--- config.mk ---
export PLATFORM = sky130hd
export DESIGN_NAME = fc_layer_sequencer_flat
export DESIGN_NICKNAME = d
export VERILOG_FILES = /design/src/rtl/fc_layer_sequencer_pkg.sv /design/src/rtl/fc_layer_sequencer_if.sv /design/src/rtl/fc_layer_sequencer_buffer.sv /design/src/rtl/fc_layer_sequencer.sv /design/src/flat_wrapper.sv
export SDC_FILE = /design/constraint.sdc
export NUM_CORES = 2
export LEC_CHECK = 0
export CAP_MARGIN = 20
export CORE_MARGIN = 3
export CORE_UTILIZATION = 57
export CTS_CLUSTER_SIZE = 10
export DETAILED_ROUTE_END_ITERATION = 6
export PLACE_DENSITY = 0.73
export SLEW_MARGIN = 10
export SYNTH_ARGS = -nofsm -noshare
export SYNTH_HDL_FRONTEND = slang
export SYNTH_SLANG_ARGS = --single-unit
--- constraint.sdc ---
create_clock -name clk -period 7.8 [get_ports clk]
set_input_delay 2.34 -clock clk [delete_from_list [all_inputs] [get_ports clk]]
set_output_delay 2.34 -clock clk [all_outputs]
set_load 0.05 [all_outputs]
--- src/rtl/fc_layer_sequencer_pkg.sv ---
// fc_layer_sequencer_pkg: shared FSM states, derived widths and output saturation
package fc_layer_sequencer_pkg;
    typedef enum logic [2:0] {IDLE, LOAD, COMPUTE, FLUSH, WRITE} e_fc_state;

    function automatic int idx_w(input int n);
        return n > 1 ? $clog2(n) : 1;
    endfunction

    function automatic int acc_width(input int pix_w, input int wgt_w, input int in_dim);
        return pix_w + wgt_w + $clog2(in_dim);
    endfunction

    function automatic int out_width(input int pix_w, input int in_dim);
        return pix_w + $clog2(in_dim);
    endfunction

    // Clamp v to the signed range of a w-bit result
    function automatic logic signed [63:0] sat(input logic signed [63:0] v, input int w);
        logic signed [63:0] hi, lo;
        hi = (64'sd1 <<< (w - 1)) - 64'sd1;
        lo = -(64'sd1 <<< (w - 1));
        return v > hi ? hi : v < lo ? lo : v;
    endfunction
endpackage

--- src/rtl/fc_layer_sequencer_if.sv ---
// fc_layer_sequencer_if: input stream, weight/bias ROM ports and result stream
interface fc_layer_sequencer_if #(
    parameter int PIX_WIDTH     = 8,
    parameter int WEIGHT_WIDTH  = 10,
    parameter int IN_DIMENSION  = 200,
    parameter int OUT_DIMENSION = 64
);
    import fc_layer_sequencer_pkg::*;
    localparam int WA = idx_w(IN_DIMENSION * OUT_DIMENSION);
    localparam int NW = idx_w(OUT_DIMENSION);
    localparam int OW = out_width(PIX_WIDTH, IN_DIMENSION);

    logic [PIX_WIDTH-1:0]    i_data;
    logic                    i_valid, i_sop, i_eop, o_ready;
    logic [WA-1:0]           o_w_addr;
    logic                    o_w_rd;
    logic [WEIGHT_WIDTH-1:0] i_w_data;
    logic [NW-1:0]           o_b_addr;
    logic [WEIGHT_WIDTH-1:0] i_b_data;
    logic [OW-1:0]           o_data;
    logic                    o_valid, o_sop, o_eop, i_ready, o_err;

    modport slave (
        input  i_data, i_valid, i_sop, i_eop, i_w_data, i_b_data, i_ready,
        output o_ready, o_w_addr, o_w_rd, o_b_addr, o_data, o_valid, o_sop, o_eop, o_err
    );
    modport master (
        output i_data, i_valid, i_sop, i_eop, i_w_data, i_b_data, i_ready,
        input  o_ready, o_w_addr, o_w_rd, o_b_addr, o_data, o_valid, o_sop, o_eop, o_err
    );
endinterface

--- src/rtl/fc_layer_sequencer_buffer.sv ---
// fc_layer_sequencer_buffer: input vector store with one write port and one registered read port
module fc_layer_sequencer_buffer #(
    parameter int DEPTH = 200,
    parameter int WIDTH = 8,
    localparam int AW = $clog2(DEPTH)
) (
    input  logic             clk,
    input  logic             clk_en,
    input  logic             we_i,
    input  logic [AW-1:0]    waddr_i,
    input  logic [WIDTH-1:0] wdata_i,
    input  logic [AW-1:0]    raddr_i,
    output logic [WIDTH-1:0] rdata_o
);
    logic [WIDTH-1:0] mem_q [DEPTH];

    always_ff @(posedge clk)
        if (clk_en) begin
            if (we_i) mem_q[waddr_i] <= wdata_i;
            rdata_o <= mem_q[raddr_i];
        end
endmodule

--- src/rtl/fc_layer_sequencer.sv ---
// fc_layer_sequencer: buffers one input vector, then walks the weight ROM neuron by neuron
// through a single signed MAC and streams out saturated (acc+bias)>>>FRACT per neuron.
module fc_layer_sequencer
    import fc_layer_sequencer_pkg::*;
#(
    parameter int PIX_WIDTH          = 8,
    parameter int WEIGHT_WIDTH       = 10,
    parameter int WEIGHT_FRACT_WIDTH = 5,
    parameter int IN_DIMENSION       = 200,
    parameter int OUT_DIMENSION      = 64
) (
    input logic clk,
    input logic clk_en,
    input logic rst,
    fc_layer_sequencer_if.slave bus
);
    localparam int KW    = $clog2(IN_DIMENSION);
    localparam int NW    = idx_w(OUT_DIMENSION);
    localparam int WA    = idx_w(IN_DIMENSION * OUT_DIMENSION);
    localparam int PW    = PIX_WIDTH + WEIGHT_WIDTH;
    localparam int ACC_W = acc_width(PIX_WIDTH, WEIGHT_WIDTH, IN_DIMENSION);
    localparam int SUM_W = ACC_W + 1;
    localparam int OUT_W = out_width(PIX_WIDTH, IN_DIMENSION);

    e_fc_state state_q, state_d;
    logic [KW-1:0] k_q, k_d, buf_waddr;
    logic [NW-1:0] n_q, n_d;
    logic ready_q, err_q, err_d, buf_we, load_out, beat, k_last, n_last;
    logic mac_en_q, mac_first_q;
    logic [PIX_WIDTH-1:0] x_rd;
    logic signed [PW-1:0] prod;
    logic signed [ACC_W-1:0] acc_q;
    logic signed [SUM_W-1:0] sum_w;
    logic signed [OUT_W-1:0] o_data_q;
    logic o_valid_q, o_sop_q, o_eop_q;

    fc_layer_sequencer_buffer #(.DEPTH(IN_DIMENSION), .WIDTH(PIX_WIDTH)) u_buf (
        .clk(clk), .clk_en(clk_en), .we_i(buf_we), .waddr_i(buf_waddr),
        .wdata_i(bus.i_data), .raddr_i(k_q), .rdata_o(x_rd)
    );

    assign beat   = bus.i_valid && ready_q;
    assign k_last = k_q == KW'(IN_DIMENSION - 1);
    assign n_last = n_q == NW'(OUT_DIMENSION - 1);
    assign prod   = PW'($signed(bus.i_w_data)) * PW'($signed(x_rd));
    assign sum_w  = SUM_W'(acc_q) + SUM_W'($signed(bus.i_b_data));

    assign bus.o_ready  = ready_q;
    assign bus.o_w_rd   = state_q == COMPUTE;
    assign bus.o_w_addr = WA'(n_q) * WA'(IN_DIMENSION) + WA'(k_q);
    assign bus.o_b_addr = n_q;
    assign bus.o_data   = o_data_q;
    assign bus.o_valid  = o_valid_q;
    assign bus.o_sop    = o_sop_q;
    assign bus.o_eop    = o_eop_q;
    assign bus.o_err    = err_q;

    always_comb begin
        state_d   = state_q;
        k_d       = k_q;
        n_d       = n_q;
        err_d     = 1'b0;
        buf_we    = 1'b0;
        buf_waddr = bus.i_sop ? '0 : k_q;
        load_out  = 1'b0;
        case (state_q)
            IDLE: if (beat) begin
                buf_we  = bus.i_sop;
                err_d   = !bus.i_sop;
                k_d     = bus.i_sop ? KW'(1) : k_q;
                state_d = bus.i_sop ? LOAD : IDLE;
            end
            LOAD: if (beat) begin
                buf_we = 1'b1;
                if (bus.i_sop) begin
                    k_d   = KW'(1);
                    err_d = 1'b1;
                end else if (k_last) begin
                    k_d     = '0;
                    n_d     = '0;
                    err_d   = !bus.i_eop;
                    state_d = COMPUTE;
                end else if (bus.i_eop) begin
                    err_d   = 1'b1;
                    state_d = IDLE;
                end else k_d = k_q + KW'(1);
            end
            COMPUTE: begin
                k_d     = k_last ? '0 : k_q + KW'(1);
                state_d = k_last ? FLUSH : COMPUTE;
            end
            FLUSH: state_d = WRITE;
            WRITE: if (!(o_valid_q && !bus.i_ready)) begin
                load_out = 1'b1;
                n_d      = n_last ? n_q : n_q + NW'(1);
                state_d  = n_last ? IDLE : COMPUTE;
            end
            default: state_d = IDLE;
        endcase
    end

    always_ff @(posedge clk)
        if (rst) begin
            state_q     <= IDLE;
            k_q         <= '0;
            n_q         <= '0;
            ready_q     <= 1'b0;
            err_q       <= 1'b0;
            mac_en_q    <= 1'b0;
            mac_first_q <= 1'b0;
            acc_q       <= '0;
            o_data_q    <= '0;
            o_valid_q   <= 1'b0;
            o_sop_q     <= 1'b0;
            o_eop_q     <= 1'b0;
        end else if (clk_en) begin
            state_q     <= state_d;
            k_q         <= k_d;
            n_q         <= n_d;
            ready_q     <= state_d == IDLE || state_d == LOAD;
            err_q       <= err_d;
            // weight and pixel arrive one cycle after their address, so the MAC trails by one
            mac_en_q    <= state_q == COMPUTE;
            mac_first_q <= k_q == '0;
            if (mac_en_q) acc_q <= mac_first_q ? ACC_W'(prod) : acc_q + ACC_W'(prod);
            if (load_out) begin
                o_data_q  <= OUT_W'(sat(64'(sum_w >>> WEIGHT_FRACT_WIDTH), OUT_W));
                o_valid_q <= 1'b1;
                o_sop_q   <= n_q == '0;
                o_eop_q   <= n_last;
            end else if (bus.i_ready) begin
                o_valid_q <= 1'b0;
                o_sop_q   <= 1'b0;
                o_eop_q   <= 1'b0;
            end
        end
endmodule
--- src/flat_wrapper.sv ---
// flat-port wrapper written by rule: the top's interface ports become plain ports
module fc_layer_sequencer_flat import fc_layer_sequencer_pkg::*;
#(
    parameter int PIX_WIDTH          = 8,
    parameter int WEIGHT_WIDTH       = 10,
    parameter int WEIGHT_FRACT_WIDTH = 5,
    parameter int IN_DIMENSION       = 200,
    parameter int OUT_DIMENSION      = 64
)
  (clk, clk_en, rst, bus_i_data, bus_i_valid, bus_i_sop, bus_i_eop, bus_i_w_data, bus_i_b_data, bus_i_ready, bus_o_ready, bus_o_w_addr, bus_o_w_rd, bus_o_b_addr, bus_o_data, bus_o_valid, bus_o_sop, bus_o_eop, bus_o_err);
  fc_layer_sequencer_if #(.PIX_WIDTH(PIX_WIDTH), .WEIGHT_WIDTH(WEIGHT_WIDTH), .IN_DIMENSION(IN_DIMENSION), .OUT_DIMENSION(OUT_DIMENSION)) bus_i ();
  input logic clk;
  input logic clk_en;
  input logic rst;
  input wire logic [$bits(bus_i.i_data)-1:0] bus_i_data;
  input wire logic [$bits(bus_i.i_valid)-1:0] bus_i_valid;
  input wire logic [$bits(bus_i.i_sop)-1:0] bus_i_sop;
  input wire logic [$bits(bus_i.i_eop)-1:0] bus_i_eop;
  input wire logic [$bits(bus_i.i_w_data)-1:0] bus_i_w_data;
  input wire logic [$bits(bus_i.i_b_data)-1:0] bus_i_b_data;
  input wire logic [$bits(bus_i.i_ready)-1:0] bus_i_ready;
  output wire logic [$bits(bus_i.o_ready)-1:0] bus_o_ready;
  output wire logic [$bits(bus_i.o_w_addr)-1:0] bus_o_w_addr;
  output wire logic [$bits(bus_i.o_w_rd)-1:0] bus_o_w_rd;
  output wire logic [$bits(bus_i.o_b_addr)-1:0] bus_o_b_addr;
  output wire logic [$bits(bus_i.o_data)-1:0] bus_o_data;
  output wire logic [$bits(bus_i.o_valid)-1:0] bus_o_valid;
  output wire logic [$bits(bus_i.o_sop)-1:0] bus_o_sop;
  output wire logic [$bits(bus_i.o_eop)-1:0] bus_o_eop;
  output wire logic [$bits(bus_i.o_err)-1:0] bus_o_err;
  assign bus_i.i_data = bus_i_data;
  assign bus_i.i_valid = bus_i_valid;
  assign bus_i.i_sop = bus_i_sop;
  assign bus_i.i_eop = bus_i_eop;
  assign bus_i.i_w_data = bus_i_w_data;
  assign bus_i.i_b_data = bus_i_b_data;
  assign bus_i.i_ready = bus_i_ready;
  assign bus_o_ready = bus_i.o_ready;
  assign bus_o_w_addr = bus_i.o_w_addr;
  assign bus_o_w_rd = bus_i.o_w_rd;
  assign bus_o_b_addr = bus_i.o_b_addr;
  assign bus_o_data = bus_i.o_data;
  assign bus_o_valid = bus_i.o_valid;
  assign bus_o_sop = bus_i.o_sop;
  assign bus_o_eop = bus_i.o_eop;
  assign bus_o_err = bus_i.o_err;
  fc_layer_sequencer #(.PIX_WIDTH(PIX_WIDTH), .WEIGHT_WIDTH(WEIGHT_WIDTH), .WEIGHT_FRACT_WIDTH(WEIGHT_FRACT_WIDTH), .IN_DIMENSION(IN_DIMENSION), .OUT_DIMENSION(OUT_DIMENSION)) u_core (.clk(clk), .clk_en(clk_en), .rst(rst), .bus(bus_i));
endmodule
# Word-level counts from Yosys, hierarchy flattened

Memories as Yosys holds them, arrays and structs flattened. A register that Yosys moved wholly into a read port is not among the register bits.
Index checks and enable logic that the tools add are counted.
W data, S select, Z words.

Register bits after elaboration: 66
Latch bits: 0
Memory bits (writable): 1600
ROM bits: 0
Input port bits: 35
Output and inout bits: 42
Logic and storage cells: 101
Memories: 1

Memory list:

| memory             | words | bits a word | read ports | clocked after memory_dff | wr ports | RTL line                        | text |
|---|---|---|---|---|---|---|---|
| u_core.u_buf.mem_q | 200   | 8           | 1          | 1                        | 1        | fc_layer_sequencer_buffer.sv:15 | `logic [WIDTH-1:0] mem_q [DEPTH];` |

Add/sub/neg operators: 5
Multipliers: 2
Div/mod/pow operators: 0
Order comparisons: 2
Equality and inequality tests: 15
Shift-type cells: 0
Muxes and demuxes: 46
Bitwise operators: 0
Reduce and logical (&&, ||, !) cells: 18

Operator list:

| operator               | count |
|---|---|
| $mux W8                | 8 |
| $mux W16               | 2 |
| $mux W6                | 5 |
| $add A26 B10 Y27       | 1 |
| $add A26 B18 Y26       | 1 |
| $mux W26               | 1 |
| $pmux W8 S3            | 1 |
| $gt A22 B16 Y1 const B | 1 |
| $lt A22 B16 Y1 const B | 1 |
| $mul A10 B8 Y18        | 1 |
| $mux W1                | 18 |
| $mux W3                | 6 |
| $pmux W3 S5            | 1 |
| $add A14 B8 Y14        | 1 |
| $pmux W6 S2            | 1 |
| $mul A6 B5 Y11 const B | 1 |
| $add A8 B1 Y8 const B  | 1 |
| $eq A8 B8 Y1 const B   | 1 |
| $logic_not A8 Y1       | 1 |
| $ne A2 B2 Y1 const B   | 4 |
| $reduce_and A7 Y1      | 1 |
| $add A6 B1 Y6 const B  | 1 |
| $eq A3 B1 Y1 const B   | 2 |
| $eq A3 B2 Y1 const B   | 2 |
| 15 further kinds       | 25 |

# Depth between registers and ports, before layout

Depth in word-level cells: 7
Mapped depth: 30
Mapped depth without buffers: 29

# Cells and area by module

From an unflattened synthesis, not the netlist that was laid out.

Cells, all modules: 4039
Area total of the unflattened synthesis: 71703.8 µm²

Modules (own cells, without submodules):

| module                    | instances | cells an instance | area an instance (µm²) |
|---|---|---|---|
| fc_layer_sequencer_buffer | 1         | 2906              | 62472.4 |
| fc_layer_sequencer        | 1         | 1133              | 9231.4 |

# Worst setup path before layout

OpenSTA, ideal clock, no wires.

Path kind: input port to flip-flop
From: input bus_i_w_data[9]
To: register u_core.acc_q[22]
Library setup time: 78 ps
Arrival: 7955 ps
Data required time: 7722 ps
Setup slack: -233 ps
Stages on the path: 22
Buffers on the path: 0
Path through: nand2_1 -> fa_1 -> fa_1 -> fa_1 -> inv_1 -> fa_1 -> ha_1 -> a21o_1 -> a21o_1 -> a211oi_1 -> o21ai_0 -> xnor2_1 -> ha_1 -> nor2_1 -> nand2_1 -> a21oi_1 -> o41ai_1 -> a21o_1 -> a21oi_1 -> xor2_1 -> o21a_1 -> nor3_1

Cells in the longest elaborated chain, start to end: 3

RTL lines:

| what                   | RTL line                  | text |
|---|---|---|
| start: declaration     | flat_wrapper.sv:19        | `input wire logic [$bits(bus_i.i_w_data)-1:0] bus_i_w_data;` |
| $mul A10 B8 Y18 *      | fc_layer_sequencer.sv:45  | `assign prod = PW'($signed(bus.i_w_data)) * PW'($signed(x_rd));` |
| $add A26 B18 Y26       | fc_layer_sequencer.sv:125 | `if (mac_en_q) acc_q <= mac_first_q ? ACC_W'(prod) : acc_q + ACC_W'(prod);` |
| $mux W26 *             | fc_layer_sequencer.sv:125 |  |
| end signal: assignment | fc_layer_sequencer.sv:125 |  |
| end: declaration       | fc_layer_sequencer.sv:32  | `logic signed [ACC_W-1:0] acc_q;` |

Mark *: on every way between the ends. The rest lies on a longest branch, timed or not.
A chain may end at the register's enable or synchronous reset.

# Worst setup path after layout

From: input bus_i_w_data[2]
To: register u_core.acc_q[25]

Same word-level chain as after synthesis.

==> results.json <==
{
  "vias": 35880,
  "seqPwrFrac": 0.467,
  "antenna_found_initial": 8,
  "drc_errors": 0,
  "yosysSeqAreaShare": 0.7010,
  "drive_above_1_share": 0.2443,
  "synth_flop_cell": "edfxtp_1",
  "fmax_mhz": 132.6,
  "clkPwrFrac": 0.361,
  "critical_path_class": "in2reg",
  "setup.worst_path.start": "bus_i_w_data[2]",
  "place_congestion": 0.8545,
  "clock_latency_ns": 0.79,
  "synth-edff-count": 1608,
  "io_pins": 77,
  "whs_ns": 0.4882,
  "dp.cells": 5307,
  "powerDensity_nw_per_um2": 267.2,
  "cp_data_arrival_time_ns": 8.21,
  "grt_pass1_wl_mm": 241.9,
  "switchingPower_uw": 5139,
  "worst-path-max-fanout": 4,
  "die_h_um": 358.4,
  "first_iter_violations": 4087,
  "cts_root_buf": "clkbuf_16",
  "timing.rr.end": "u_core.acc_q[25]",
  "netlist_area_um2": 70770,
  "dieArea_um2": 128400,
  "final-instance-count-excl-fill": 5546,
  "core_um2": 122500,
  "setup_viol": 0,
  "portBuffers": 76,
  "cts_tree": "done",
  "synth_top_area_cell": "edfxtp_1",
  "clock_path_buffers": 3,
  "cellLeakagePower_uw": 0.02526,
  "synthArstFlopShare": 0,
  "rsz0062_at_grt": "false",
  "status": "complete, no violations",
  "grt_max_degree": 150,
  "area_delta_synth_final_pct": 12.13,
  "max_stage_delay_ns": 0.55,
  "slowest_stage": "fa_1",
  "combinationalPowerShare": 0.172,
  "initial_utilization": 0.5776,
  "start_kind": "input pin",
  "syn_inst": 3643,
  "htree_num_levels": 4,
  "rr_startpoint": "u_core.u_buf.rdata_o[3]",
  "peakVddDrop_uv": 275.9,
  "hold_viol": 0,
  "avgSynthCellArea_um2": 19.43,
  "synth_seq_cells": 1674,
  "yosysTopAreaCellShare": 0.6823,
  "r2r.worst_path.cells": 28,
  "worstHoldPathType": "reg2reg",
  "synth_nets": 3866,
  "final_core_util": 0.6477,
  "grt_usage": 0.2585,
  "avgViaCountPerCell": 6.470,
  "grt_pass1_vias": 36330,
  "die_w_um": 358.4,
  "dpl.hpwl_mm": 96.03,
  "maxCapViolations": 0,
  "reg2reg_slack_ns": 1.27,
  "skew_ns": 0.02377,
  "slew_viol_final": 0,
  "min_period_ns": 7.544,
  "nets": 4101,
  "cts_buffers": 187,
  "intPower_uw": 16070,
  "cts.clk_slew.worst_paths_ns": 0.06,
  "cts_hold_buf": 0,
  "period_share": 0.9672,
  "final_cell_mix": "1,608 x edfxtp_1, 528 x mux4_2, 309 x nor2_1, 190 x clkbuf_16, 147 x buf_4",
  "routed_wirelength_mm": 161.0,
  "ys_types": 67,
  "crit_end": "u_core.acc_q[25]",
  "ant_nets": 0,
  "synth_warnings": 0,
  "p_sw_frac": 0.2423,
  "cpMostUsedCell": "fa_1",
  "worst_pin_slew_ns": 1.146,
  "synthTopCellsByArea": "edfxtp_1 68%, mux4_2 17%, ha_1 2.1%, fa_1 2.0%, dfxtp_1 1.9%",
  "wl_per_cell_um": 29.03,
  "final_common_cell": "edfxtp_1",
  "clock_sinks": 1674,
  "slew_headroom": 0.2344,
  "endpoint_kind": "register",
  "grt_overflow": 0,
  "rows": 128,
  "drt_first_pass_iters": 6,
  "cp.required_ns": 8.47
}
-- per-layer routing --
layer	track usage	vias to the layer above	part of all wire
li1	-	15070	-
met5	0	-	0.00014
met3	0.05768	294	0.098
met1	0.3700	18670	0.39
met4	0.08809	4	0.033
met2	0.4011	1846	0.48
-- how the worst min path moves through the flow --
stage	to	cells past startpoint	start
after floorplan	u_core.acc_q[2]	2	u_core.acc_q[2]
after global placement	u_core.bus.o_valid	2	u_core.bus.o_valid
after detailed placement	u_core.bus.o_valid	2	u_core.bus.o_valid
after CTS	u_core.bus.o_valid	2	u_core.bus.o_valid
after global routing	u_core.bus.o_valid	2	u_core.bus.o_valid
final	u_core.bus.o_valid	2	u_core.bus.o_valid
-- power groups by stage --
stage | registers [uW] | clock network, uW | logic, uW
finish | 9890 | 7660 | 3650
global route | 9890 | 8130 | 4030
CTS | 9890 | 7760 | 3440
detailed placement | 10100 | 0 | 3400
global placement | 10100 | 0 | 3350
floorplan | 10100 | 0 | 2000
-- per-stage QoR --
step	instance area, um^2	worst slack, ns	total power [uW]	setup TNS, ns
after floorplan	70790	-0.01084	12070	-0.01084
after global placement	74000	-0.9610	13430	-8.318
after detailed placement	74000	-1.047	13480	-9.364
after CTS	79110	0.003705	21090	0
after global routing	79350	0.009542	22050	0
final	79360	0.2560	21210	0
-- layout make-up --
cell class                      count  area (um^2)
Inverter                          127        476.7
Clock inverter                     19        260.3
Tap cell                         1625         2033
Sequential cell                  1674        49630
Fill cell                        7999        43160
Antenna cell                        3        7.507
Timing Repair Buffer              230         2022
Clock buffer                      210         4840
Multi-Input combinational cell   1658        20090
-- sequential cells by signal (all words and copies together) (netlist names), 3 cells and up --
register and cells:
u_core.u_buf.mem_q 1600, u_core.u_buf.rdata_o 8, u_core.bus.o_b_addr 6, u_core.k_q 8
u_core.state_q 3, u_core.acc_q 26, u_core.bus.o_data 16
-- critical path, delay by kind of cell --
kind,cells,cell delay (ns)
compound gates,10,1.74
simple gates,7,0.76
fa+ha+maj,6,2.65
buf+inv,5,0.58
xor+xnor,1,0.13
-- Yosys cell counts, drive strengths merged, types with 11 or more instances --
library cell / instances
and2: 57
mux4: 528
xnor2: 42
a21o: 29
nor3: 34
o211ai: 13
ha: 118
nand2: 113
o21a: 12
fa: 70
clkbuf: 105
a211oi: 39
a21oi: 77
xor2: 33
nand3: 17
edfxtp: 1608
dfxtp: 66
o21bai: 11
nor2: 310
inv: 127
buf: 79
o21ai: 43
-- kinds of logic (layout without fill, tap and decap cells) --
| family | count (synthesis) | count (layout) | synth area share |
|---|---|---|---|
| other | 0 | 3 | 0 |
| AND/OR/NAND/NOR | 595 | 595 | 0.03713 |
| adder cells (fa/ha/maj) | 188 | 188 | 0.04066 |
| flip-flops | 1674 | 1674 | 0.7010 |
| multiplexers | 540 | 540 | 0.1699 |
| buffers and inverters | 311 | 586 | 0.01796 |
| XOR/XNOR | 75 | 75 | 0.009282 |
| AO/OA/AOI/OAI | 260 | 260 | 0.02410 |
-- timing repair --
item	4_1_cts	5_1_grt
buffers inserted	0	5
pin swaps	4	31
resized for setup	5	39
setup endpoints to repair	4	9
cloned	0	0
Note: power is estimated with default switching activity, not from simulation.
